**src/rtl/edram_ctrl_if.sv**
```systemverilog
// Client request/response and eDRAM macro port bundle for edram_ctrl.
// master: the environment (client plus macro read-data return); slave: the controller.
// Widths follow the macro geometry so both sides agree on row and data sizes.
interface edram_ctrl_if #(
    parameter int DATA_W    = 343,
    parameter int ROWS_LOG2 = 9
);
    logic                 req_valid;
    logic                 req_ready;
    logic                 req_write;
    logic [ROWS_LOG2-1:0] req_addr;
    logic [DATA_W-1:0]    req_wdata;
    logic                 rsp_valid;
    logic [DATA_W-1:0]    rsp_data;
    logic                 port_en;
    logic                 port_ref_plus2;
    logic [ROWS_LOG2-1:0] port_read_addr;
    logic [ROWS_LOG2-1:0] port_write_addr;
    logic                 port_wen_plus3;
    logic                 port_data;
    logic [DATA_W-1:0]    port_write_data;
    logic [DATA_W-1:0]    port_read_data;
    logic                 ref_overflow;
    logic [ROWS_LOG2-1:0] ref_row;

    modport master (
        output req_valid, req_write, req_addr, req_wdata, port_read_data,
        input  req_ready, rsp_valid, rsp_data, port_en, port_ref_plus2,
        input  port_read_addr, port_write_addr, port_wen_plus3, port_data,
        input  port_write_data, ref_overflow, ref_row
    );

    modport slave (
        input  req_valid, req_write, req_addr, req_wdata, port_read_data,
        output req_ready, rsp_valid, rsp_data, port_en, port_ref_plus2,
        output port_read_addr, port_write_addr, port_wen_plus3, port_data,
        output port_write_data, ref_overflow, ref_row
    );
endinterface

```
**src/rtl/edram_ctrl.sv**
```systemverilog
// eDRAM requester: 4-clk read/ECC/writeback slots shared by client ops and periodic row refresh.
// Latency: read data returned 5 clk after acceptance (rsp_valid pulse); writes return nothing.
// Backpressure: req_ready only at slot start (phase 0) and only while owed refreshes < REF_URGENT.
module edram_ctrl #(
    parameter int DATA_W       = 343,
    parameter int ROWS_LOG2    = 9,
    parameter int REF_INTERVAL = 64,
    parameter int REF_URGENT   = 4,
    parameter int REF_MAX_OWED = 8
) (
    input  logic         clk,
    input  logic         rst,
    edram_ctrl_if.slave  bus
);

    // Owed counter is wide enough to hold both the saturation limit and the urgency threshold.
    localparam int OWED_W  = $clog2(REF_MAX_OWED + REF_URGENT + 1);
    localparam int TIMER_W = (REF_INTERVAL > 1) ? $clog2(REF_INTERVAL) : 1;
    localparam logic [OWED_W-1:0]  URGENT_C   = OWED_W'(REF_URGENT);
    localparam logic [OWED_W-1:0]  MAX_C      = OWED_W'(REF_MAX_OWED);
    localparam logic [TIMER_W-1:0] TIMER_LAST = TIMER_W'(REF_INTERVAL - 1);

    typedef enum logic [1:0] {
        OP_IDLE  = 2'd0,
        OP_READ  = 2'd1,
        OP_WRITE = 2'd2,
        OP_REF   = 2'd3
    } op_e;

    logic [1:0]           phase_q, phase_d;
    logic                 req_ready_q, req_ready_d;
    logic [OWED_W-1:0]    owed_q, owed_d;
    logic                 ovf_set;
    logic [TIMER_W-1:0]   timer_q;
    logic                 ref_overflow_q;

    op_e                  op_q;
    logic [ROWS_LOG2-1:0] addr_q;
    logic [ROWS_LOG2-1:0] ref_row_q;
    logic [DATA_W-1:0]    wdata_q;
    logic                 port_data_q;
    logic                 port_wen_q;
    logic                 rd_pend_q;
    logic                 rsp_valid_q;
    logic [DATA_W-1:0]    rsp_data_q;

    logic                 slot_start;
    logic                 accept;
    logic                 do_ref;
    logic                 credit;
    logic [ROWS_LOG2-1:0] slot_addr;

    // Slot decision at phase 0: accepted client op beats refresh, refresh beats idle.
    always_comb begin
        slot_start = !rst && (phase_q == 2'd0);
        accept     = slot_start && bus.req_valid && req_ready_q;
        do_ref     = slot_start && !accept && (owed_q != '0);
        credit     = (timer_q == TIMER_LAST);
        slot_addr  = addr_q;
        if (accept) begin
            slot_addr = bus.req_addr;
        end else if (do_ref) begin
            slot_addr = ref_row_q;
        end
    end

    // Owed-refresh bookkeeping; a simultaneous credit and refresh cancel out, and a credit
    // arriving at saturation is dropped and flagged.
    always_comb begin
        owed_d  = owed_q;
        ovf_set = 1'b0;
        phase_d = phase_q + 2'd1;
        case ({credit, do_ref})
            2'b10: begin
                if (owed_q == MAX_C) begin
                    ovf_set = 1'b1;
                end else begin
                    owed_d = owed_q + 1'b1;
                end
            end
            2'b01:   owed_d = owed_q - 1'b1;
            default: owed_d = owed_q;
        endcase
        req_ready_d = (phase_d == 2'd0) && (owed_d < URGENT_C);
    end

    // Phase counter, refresh timer, owed count and the registered ready decode.
    always_ff @(posedge clk) begin
        if (rst) begin
            phase_q        <= 2'd0;
            req_ready_q    <= 1'b0;
            owed_q         <= '0;
            timer_q        <= '0;
            ref_overflow_q <= 1'b0;
        end else begin
            phase_q     <= phase_d;
            req_ready_q <= req_ready_d;
            owed_q      <= owed_d;
            timer_q     <= credit ? '0 : timer_q + 1'b1;
            if (ovf_set) begin
                ref_overflow_q <= 1'b1;
            end
        end
    end

    // Slot sequencer: latches the op at phase 0, then fires data inject (phase 2),
    // writeback (phase 3) and the read return that straddles into the next slot.
    always_ff @(posedge clk) begin
        if (rst) begin
            op_q        <= OP_IDLE;
            addr_q      <= '0;
            wdata_q     <= '0;
            port_data_q <= 1'b0;
            port_wen_q  <= 1'b0;
            rd_pend_q   <= 1'b0;
            rsp_valid_q <= 1'b0;
            rsp_data_q  <= '0;
            ref_row_q   <= '0;
        end else begin
            port_data_q <= (phase_q == 2'd1) && (op_q == OP_WRITE);
            port_wen_q  <= (phase_q == 2'd2) && (op_q != OP_IDLE);
            rsp_valid_q <= 1'b0;
            case (phase_q)
                2'd0: begin
                    // Corrected data of the previous slot's read is on the macro bus now.
                    if (rd_pend_q) begin
                        rsp_data_q  <= bus.port_read_data;
                        rsp_valid_q <= 1'b1;
                        rd_pend_q   <= 1'b0;
                    end
                    if (accept) begin
                        op_q   <= bus.req_write ? OP_WRITE : OP_READ;
                        addr_q <= bus.req_addr;
                        if (bus.req_write) begin
                            wdata_q <= bus.req_wdata;
                        end
                    end else if (do_ref) begin
                        op_q   <= OP_REF;
                        addr_q <= ref_row_q;
                    end else begin
                        op_q <= OP_IDLE;
                    end
                end
                2'd3: begin
                    rd_pend_q <= (op_q == OP_READ);
                    if (op_q == OP_REF) begin
                        ref_row_q <= ref_row_q + 1'b1;
                    end
                    op_q <= OP_IDLE;
                end
                default: begin
                    op_q <= op_q;
                end
            endcase
        end
    end

    // Phase-0 strobes are decoded directly so the macro sees them in the accept cycle;
    // the address mux falls back to the latched row for the rest of the slot.
    assign bus.req_ready       = req_ready_q;
    assign bus.port_en         = accept;
    assign bus.port_ref_plus2  = do_ref;
    assign bus.port_read_addr  = slot_addr;
    assign bus.port_write_addr = slot_addr;
    assign bus.port_wen_plus3  = port_wen_q;
    assign bus.port_data       = port_data_q;
    assign bus.port_write_data = wdata_q;
    assign bus.rsp_valid       = rsp_valid_q;
    assign bus.rsp_data        = rsp_data_q;
    assign bus.ref_overflow    = ref_overflow_q;
    assign bus.ref_row         = ref_row_q;

endmodule
```
**src/flat_wrapper.sv**
```systemverilog
// flat-port wrapper written by rule: the top's interface ports become plain ports
module edram_ctrl_flat 
#(
    parameter int DATA_W       = 343,
    parameter int ROWS_LOG2    = 9,
    parameter int REF_INTERVAL = 64,
    parameter int REF_URGENT   = 4,
    parameter int REF_MAX_OWED = 8
)
  (clk, rst, bus_req_valid, bus_req_write, bus_req_addr, bus_req_wdata, bus_port_read_data, bus_req_ready, bus_rsp_valid, bus_rsp_data, bus_port_en, bus_port_ref_plus2, bus_port_read_addr, bus_port_write_addr, bus_port_wen_plus3, bus_port_data, bus_port_write_data, bus_ref_overflow, bus_ref_row);
  edram_ctrl_if #(.DATA_W(DATA_W), .ROWS_LOG2(ROWS_LOG2)) bus_i ();
  input  logic clk;
  input  logic rst;
  input wire logic [$bits(bus_i.req_valid)-1:0] bus_req_valid;
  input wire logic [$bits(bus_i.req_write)-1:0] bus_req_write;
  input wire logic [$bits(bus_i.req_addr)-1:0] bus_req_addr;
  input wire logic [$bits(bus_i.req_wdata)-1:0] bus_req_wdata;
  input wire logic [$bits(bus_i.port_read_data)-1:0] bus_port_read_data;
  output wire logic [$bits(bus_i.req_ready)-1:0] bus_req_ready;
  output wire logic [$bits(bus_i.rsp_valid)-1:0] bus_rsp_valid;
  output wire logic [$bits(bus_i.rsp_data)-1:0] bus_rsp_data;
  output wire logic [$bits(bus_i.port_en)-1:0] bus_port_en;
  output wire logic [$bits(bus_i.port_ref_plus2)-1:0] bus_port_ref_plus2;
  output wire logic [$bits(bus_i.port_read_addr)-1:0] bus_port_read_addr;
  output wire logic [$bits(bus_i.port_write_addr)-1:0] bus_port_write_addr;
  output wire logic [$bits(bus_i.port_wen_plus3)-1:0] bus_port_wen_plus3;
  output wire logic [$bits(bus_i.port_data)-1:0] bus_port_data;
  output wire logic [$bits(bus_i.port_write_data)-1:0] bus_port_write_data;
  output wire logic [$bits(bus_i.ref_overflow)-1:0] bus_ref_overflow;
  output wire logic [$bits(bus_i.ref_row)-1:0] bus_ref_row;
  assign bus_i.req_valid = bus_req_valid;
  assign bus_i.req_write = bus_req_write;
  assign bus_i.req_addr = bus_req_addr;
  assign bus_i.req_wdata = bus_req_wdata;
  assign bus_i.port_read_data = bus_port_read_data;
  assign bus_req_ready = bus_i.req_ready;
  assign bus_rsp_valid = bus_i.rsp_valid;
  assign bus_rsp_data = bus_i.rsp_data;
  assign bus_port_en = bus_i.port_en;
  assign bus_port_ref_plus2 = bus_i.port_ref_plus2;
  assign bus_port_read_addr = bus_i.port_read_addr;
  assign bus_port_write_addr = bus_i.port_write_addr;
  assign bus_port_wen_plus3 = bus_i.port_wen_plus3;
  assign bus_port_data = bus_i.port_data;
  assign bus_port_write_data = bus_i.port_write_data;
  assign bus_ref_overflow = bus_i.ref_overflow;
  assign bus_ref_row = bus_i.ref_row;
  edram_ctrl #(.DATA_W(DATA_W), .ROWS_LOG2(ROWS_LOG2), .REF_INTERVAL(REF_INTERVAL), .REF_URGENT(REF_URGENT), .REF_MAX_OWED(REF_MAX_OWED)) u_core (.clk(clk), .rst(rst), .bus(bus_i));
endmodule
```
**config.mk**
```make
export PLATFORM = sky130hd
export DESIGN_NAME = edram_ctrl_flat
export DESIGN_NICKNAME = d
export VERILOG_FILES = /design/src/rtl/edram_ctrl_if.sv /design/src/rtl/edram_ctrl.sv /design/src/flat_wrapper.sv
export SDC_FILE = /design/constraint.sdc
export NUM_CORES = 1
export LEC_CHECK = 0
export BUFFER_PORTS_ARGS = -buffer_cell sky130_fd_sc_hd__buf_2
export CORE_AREA = 2 2 561 563
export CTS_CLUSTER_DIAMETER = 120
export CTS_CLUSTER_SIZE = 16
export DETAILED_ROUTE_END_ITERATION = 10
export DIE_AREA = 0 0 563 565
export PLACE_DENSITY = 0.3
export SLEW_MARGIN = 0
export SYNTH_ARGS = -nofsm -noshare
export SYNTH_HDL_FRONTEND = slang
export SYNTH_SLANG_ARGS = --single-unit
```
**constraint.sdc**
```tcl
create_clock -name clk -period 4.95 [get_ports clk]
set_input_delay 0.495 -clock clk [delete_from_list [all_inputs] [get_ports clk]]
set_output_delay 0.495 -clock clk [all_outputs]
set_load 0.01 [all_outputs]
```
==> results of run 1 <==
power by group through the flow:
stage	registers, uW	clock network, uW	logic [uW]
3_3_place_gp	5970	0	533
3_5_place_dp	5970	0	534
5_1_grt	5840	5580	1120
6_report	5830	5090	1040
4_1_cts	5830	5430	1080
2_1_floorplan	5970	0	114
cell type report:
cell class                      instances  area [sq um]
Sequential cell                       724         14500
Multi-Input combinational cell       2202          9590
Inverter                               12          45.0
Fill cell                           36100        266000
Antenna cell                           77           193
Clock buffer                           61          1470
Tap cell                             4140          5180
Timing Repair Buffer                 2128         14300
Clock inverter                         19           319
state kept, by name, indices dropped and copies added (netlist names), 2 cells and up:
register	flops
u_core.phase_q	2
u_core.bus.port_write_data	343
u_core.bus.rsp_data	343
u_core.op_q	2
u_core.bus.ref_row	9
u_core.addr_q	9
u_core.owed_q	4
u_core.timer_q	6
path summary, 6_finish.rpt:
check	startpoint	endpoint	cells after the start
min	bus_port_read_data[37]	u_core.bus.rsp_data[37]$_SDFFE_PP0P_	3
max	u_core.owed_q[0]$_SDFFE_PP0P_	bus_port_write_addr[2]	8
max reg2reg	u_core.owed_q[0]$_SDFFE_PP0P_	u_core.bus.req_ready$_SDFF_PP0_	11
min reg2reg	u_core.bus.port_write_data[302]$_SDFFE_PP0P_	u_core.bus.port_write_data[302]$_SDFFE_PP0P_	2
stage by stage:
step / hold WS, ps / instances
after floorplan: 418 / 3182
after global placement: 431 / 8543
after detailed placement: 443 / 8543
after CTS: 1.58 / 9286
after global routing: 40.8 / 9305
final: 68.8 / 9363
timing repair:
action	4_1_cts	5_1_grt
hold buffers	663	0
buffers inserted	0	0
setup endpoints to repair	0	0
endpoints found under the hold margin	663	0
logic make-up (layout without fill, tap and decap cells):
kind of cell               Yosys count  in the layout  share of synthesized area [%]
xor gates and xnor gates            11             11                          0.383
buffers and inverters              256           2220                           4.36
AOI/OAI and AO/OA                  721            721                           14.6
adders and majority gates           11             11                          0.547
and+or+nand+nor                   1447           1447                           22.0
other                                0             77                              0
DFF                                724            724                           57.6
muxes                               12             12                          0.477
layer usage:
layer,track usage [%],share of wire (%),vias up
met5,0,0.30,-
met1,16.0,41,14300
met3,6.03,11,287
met2,21.9,45,1301
li1,-,-,14200
met4,2.70,2.0,108
critical path: cells and delay by family (launching register included):
| kind | cells | cell delay, ps |
|---|---|---|
| compound gates | 2 | 1020 |
| buf+inv | 3 | 650 |
| flops | 1 | 410 |
| fa+ha+maj | 1 | 250 |
| simple gates | 1 | 180 |
| mux | 1 | 130 |
layout by cell type, fill, tap and decap left out, drive strengths merged, types with 2 or more instances in the layout:
cell type / count
nand3: 3
ha: 11
clkinvlp: 3
a211oi: 10
xnor2: 5
bufinv: 3
nor2b: 4
and2: 3
xor2: 6
nand2b: 2
nor3b: 3
dfxtp: 724
diode: 77
clkinv: 8
inv: 17
nand2: 1380
dlygate4sd3: 663
clkbuf: 61
buf: 1465
a21oi: 699
o21ai: 3
mux2i: 12
or3: 2
nor3: 2
nor2: 34
and3: 4
nand4: 4
==> results.py, run 1 <==
metrics = {
    "timing": {
        "hold_viol_final": 0,
        "fin_ws_ps": 1010,
        "tns_ps": 0,
        "setup_viol": 0,
        "relSlewSlack_pct": 19.5,
        "fmax_ghz": 0.254,
        "rsz0062_at_grt": "false",
        "maxSlewViolCount": 0,
        "worst_slew_pin_slew_ps": 1210,
        "min_period_ps": 3940,
        "finalCritPeriodShare_pct": 79.6,
        "finalClockSkew_ps": 36.2,
    },
    "clock_tree": {
        "clk_pin_slew_ps": 80,
        "cts_sinks": 724,
        "numCtsBuffers": 58,
        "clk_latency_ps": 810,
        "h-tree-depth": 2,
        "cts_root_buffer": "clkbuf_16",
        "cts_max_path_buffers": 3,
        "ctsResizeCount": 0,
        "cts_tree": "done",
    },
    "die": {
        "initial_core_util_pct": 8.08,
        "num_rows": 205,
        "die_area_sq_um": 318000,
        "die_h_um": 565,
        "pin_count": 1419,
        "coreArea_sq_um": 311000,
        "dieWidth_um": 563,
    },
    "yosys": {
        "syn-num-nets": 3892,
        "syn_area_per_cell_sq_um": 7.91,
        "synth_edf_count": 0,
        "synth_cell_type_count": 43,
        "async_flop_share_pct": 0,
        "yosysWarnings": 0,
        "synthCells": 3182,
        "yosysTopAreaCellShare_pct": 57.6,
        "synth.area.top_cells": "dfxtp_1, nand2_1, a21oi_1",
        "netlist_area_sq_um": 25200,
        "yosysTopAreaCell": "dfxtp_1",
        "synthTopCellsByCount": "nand2_1, dfxtp_1, a21oi_1, clkbuf_1, buf_2",
        "yosysMostFrequentCell": "nand2_1",
        "ys_ff_latch": 724,
        "synthFlopType": "dfxtp_1",
        "yosysSeqAreaShare_pct": 57.6,
    },
    "route": {
        "finalWirelength_um": 223000,
        "vias_per_cell": 3.22,
        "drc_errors": 0,
        "drt_iter0_drc": 1533,
        "dr.pass1.iters": 5,
        "vias": 30200,
        "routedWlPerCell_um": 23.8,
        "ant_nets": 0,
    },
    "pwr": {
        "seqPwrFrac_pct": 48.8,
        "finalPower_uw": 12000,
        "p_int_uw": 8730,
        "clkPwrFrac_pct": 42.5,
        "max-vdd-ir-drop_mv": 0.307,
        "leakage_uw": 0.0182,
        "p_switching_uw": 3230,
        "powerDensity_nw_per_um2": 262,
        "p_comb_share_pct": 8.7,
        "swShare_pct": 27.0,
    },
    "critical_path": {
        "worstSetupEndpointType": "output pin",
        "r2r_slack_ps": 1990,
        "cp.required_ps": 4450,
        "crit_fanout": 11,
        "crit_type": "reg2out",
        "crit_chain": "inv_1, ha_1, nor3b_1, a2111oi_4, buf_4, mux2i_1, a21oi_1, buf_2",
        "max_stage_delay_ps": 620,
        "crit_path_top_delay_cell": "a21oi_1",
        "cp.arrival_ps": 3450,
        "cp-start-kind": "flop",
    },
    "place": {
        "place_congestion": 0.898,
        "preCtsSetupSlack_ps": 1610,
        "io_buffers": 1418,
        "post-dp-hpwl_um": 187000,
        "placed_area_sq_um": 37000,
    },
    "global_routing": {
        "overflow": 0,
        "grt_max_degree": 132,
        "track_usage_pct": 13.4,
        "antenna_found_initial": 173,
        "grt_pass1_vias": 29600,
        "grt_pass1_wl_um": 285000,
    },
    "flow_run": {
        "max_cap_viol_count": 0,
    },
    "final_layout": {
        "drive_gt1_share_pct": 30.2,
        "nets": 5836,
        "fin_area_sq_um": 45600,
        "final_util_pct": 14.6,
        "syn_to_final_growth_pct": 81.3,
    },
    "status": {
        "status": "finished clean",
    },
    "hold_path": {
        "hp-class": "in2reg",
    },
}
Note: power is estimated with default switching activity, not from simulation.
==> inputs of run 2 (changes only) <==
==> constraint.sdc (replaced) <==
create_clock -name clk -period 4.04 [get_ports clk]
set_input_delay 0.404 -clock clk [delete_from_list [all_inputs] [get_ports clk]]
set_output_delay 0.404 -clock clk [all_outputs]
set_load 0.01 [all_outputs]
==> run 2 against run 1 <==
Net effect:
- clock power is 20% higher
- largest cell class is now non-clock buffers
- via count is 1.1% higher
- critical path type unchanged
- sequential power is 23% higher
- sequential share of layout area is 0.47 points lower
==> results.py, run 2 (synthesized netlist as in run 1, its figures left out) <==
metrics = {
    "pwr": {
        "finalPower_uw": 14500,
        "max-vdd-ir-drop_mv": 0.313,
        "powerDensity_nw_per_um2": 314,
        "leakage_uw": 0.0187,
    },
    "critical_path": {
        "reg2reg_from": "u_core.phase_q[0]$_SDFF_PP0_",
        "startpoint": "u_core.owed_q[0]$_SDFFE_PP0P_",
        "setup.worst_path.end": "bus_port_read_addr[8]",
        "critical_path.n_buffers_inverters": 3,
        "cp.arrival_ps": 3270,
        "crit_path_top_delay_cell": "a21oi_1",
        "cp.required_ps": 3640,
        "ff2ff_path_depth": 9,
        "worstSetupEndpointType": "output pin",
        "r2r_slack_ps": 1170,
        "crit_cells": 8,
        "max_stage_delay_ps": 640,
        "cp_top_family": "compound AO/OA/AOI/OAI gates",
        "crit_chain": "inv_1, ha_1, nor3b_1, a2111oi_4, buf_4, mux2i_1, a21oi_1, buf_2",
        "reg2reg_to": "u_core.bus.port_write_data[316]$_SDFFE_PP0P_",
        "crit_type": "reg2out",
        "cp-start-kind": "flop",
        "crit_fanout": 9,
    },
    "final_layout": {
        "drive_gt1_share_pct": 29.9,
        "mostFrequentLayoutCells": "buf_2, nand2_1, dlygate4sd3_1",
        "final_common_cell": "buf_2",
        "syn_to_final_growth_pct": 84.0,
        "fin_cells": 9419,
        "nets": 5913,
        "fin_area_sq_um": 46300,
    },
    "timing": {
        "finalClockSkew_ps": 31.1,
        "hold_viol_final": 0,
        "worst_slew_pin_slew_ps": 910,
        "rsz0062_at_grt": "false",
        "maxSlewViolCount": 0,
        "setup_viol": 0,
        "tns_ps": 0,
        "min_period_ps": 3670,
        "finalCritPeriodShare_pct": 90.9,
        "fmax_ghz": 0.272,
        "relSlewSlack_pct": 39.2,
    },
    "place": {
        "post-dp-hpwl_um": 187000,
        "dp.cells": 8552,
        "io_buffers": 1418,
        "placed_area_sq_um": 37100,
        "place_congestion": 0.926,
    },
    "die": {
        "initial_core_util_pct": 8.08,
        "coreArea_sq_um": 311000,
        "num_rows": 205,
        "die_area_sq_um": 318000,
        "die_h_um": 565,
        "pin_count": 1419,
        "dieWidth_um": 563,
    },
    "clock_tree": {
        "cts_root_buffer": "clkbuf_16",
        "cts_tree": "done",
        "cts_sinks": 724,
        "clk_pin_slew_ps": 80,
        "clk_latency_ps": 740,
        "numCtsBuffers": 57,
        "cts_max_path_buffers": 3,
        "h-tree-depth": 2,
    },
    "status": {
        "status": "finished clean",
    },
    "global_routing": {
        "grt_max_degree": 132,
        "overflow": 0,
        "grt_pass1_wl_um": 285000,
        "track_usage_pct": 13.3,
        "grt_pass1_vias": 30100,
        "antenna_found_initial": 178,
    },
    "route": {
        "routedWlPerCell_um": 23.6,
        "dr.pass1.iters": 5,
        "vias_per_cell": 3.24,
        "drc_errors": 0,
        "finalWirelength_um": 223000,
        "drt_iter0_drc": 1579,
        "vias": 30500,
        "ant_nets": 0,
    },
    "flow_run": {
        "max_cap_viol_count": 0,
    },
    "hold_path": {
        "hp-class": "in2reg",
    },
}
run 2: what timing repair did:
| item | in CTS | in global routing |
|---|---|---|
| hold buffers | 732 | 0 |
| setup endpoints to repair | 0 | 2 |
| setup buffers | 0 | 0 |
| endpoints found under the hold margin | 693 | 0 |
| resized for setup | 0 | 1 |
run 2: routing by layer:
layer,vias up,track usage (%),part of all wire (%)
li1,14300,-,-
met1,14400,16.2,42
met2,1332,21.4,44
met3,348,5.80,11
met4,110,3.06,2.6
met5,-,0,0.31
run 2: per-stage QoR:
step	utilization, %	worst slack, ps	hold slack, ps
final	14.9	367	114
after global routing	14.8	188	21.1
after CTS	14.8	33.5	0.243
after detailed placement	11.9	933	443
after global placement	11.9	893	433
after floorplan	-	1410	418
run 2: layout make-up:
type                       count  area [sq um]
antenna                       57           143
clock buffer                  64          1500
clock inverter                14           223
fill                       36100        265000
inverter                      12          45.0
multi-input combinational   2202          9600
sequential                   724         14500
tap                         4140          5180
timing repair buffer        2206         15100
run 2: worst min path at each step:
stage | from | to | slack, ps | cells after the start
floorplan | u_core.phase_q[0]$_SDFF_PP0_ | u_core.phase_q[0]$_SDFF_PP0_ | 420 | 1
global placement | u_core.timer_q[0]$_SDFF_PP0_ | u_core.timer_q[0]$_SDFF_PP0_ | 430 | 1
detailed placement | u_core.bus.port_write_data[236]$_SDFFE_PP0P_ | u_core.bus.port_write_data[236]$_SDFFE_PP0P_ | 440 | 2
CTS | bus_req_addr[7] | u_core.addr_q[7]$_SDFFE_PP0N_ | 0.2 | 3
global route | bus_port_read_data[146] | u_core.bus.rsp_data[146]$_SDFFE_PP0P_ | 20 | 3
finish | bus_req_addr[7] | u_core.addr_q[7]$_SDFFE_PP0N_ | 110 | 3
run 2: power by group:
part	switching, uW	internal [uW]
Combinational	580	718
Clock	3250	2860
Sequential	8.00	7140
run 2: worst reg2reg max path, stage by stage, from the launching register on:
cell	delay [ps]
dfxtp_1	350
inv_1	100
ha_1	280
nand4b_1	120
buf_4	240
inv_1	250
and2_4	480
buf_12	320
nand2_1	460
a21oi_1	170
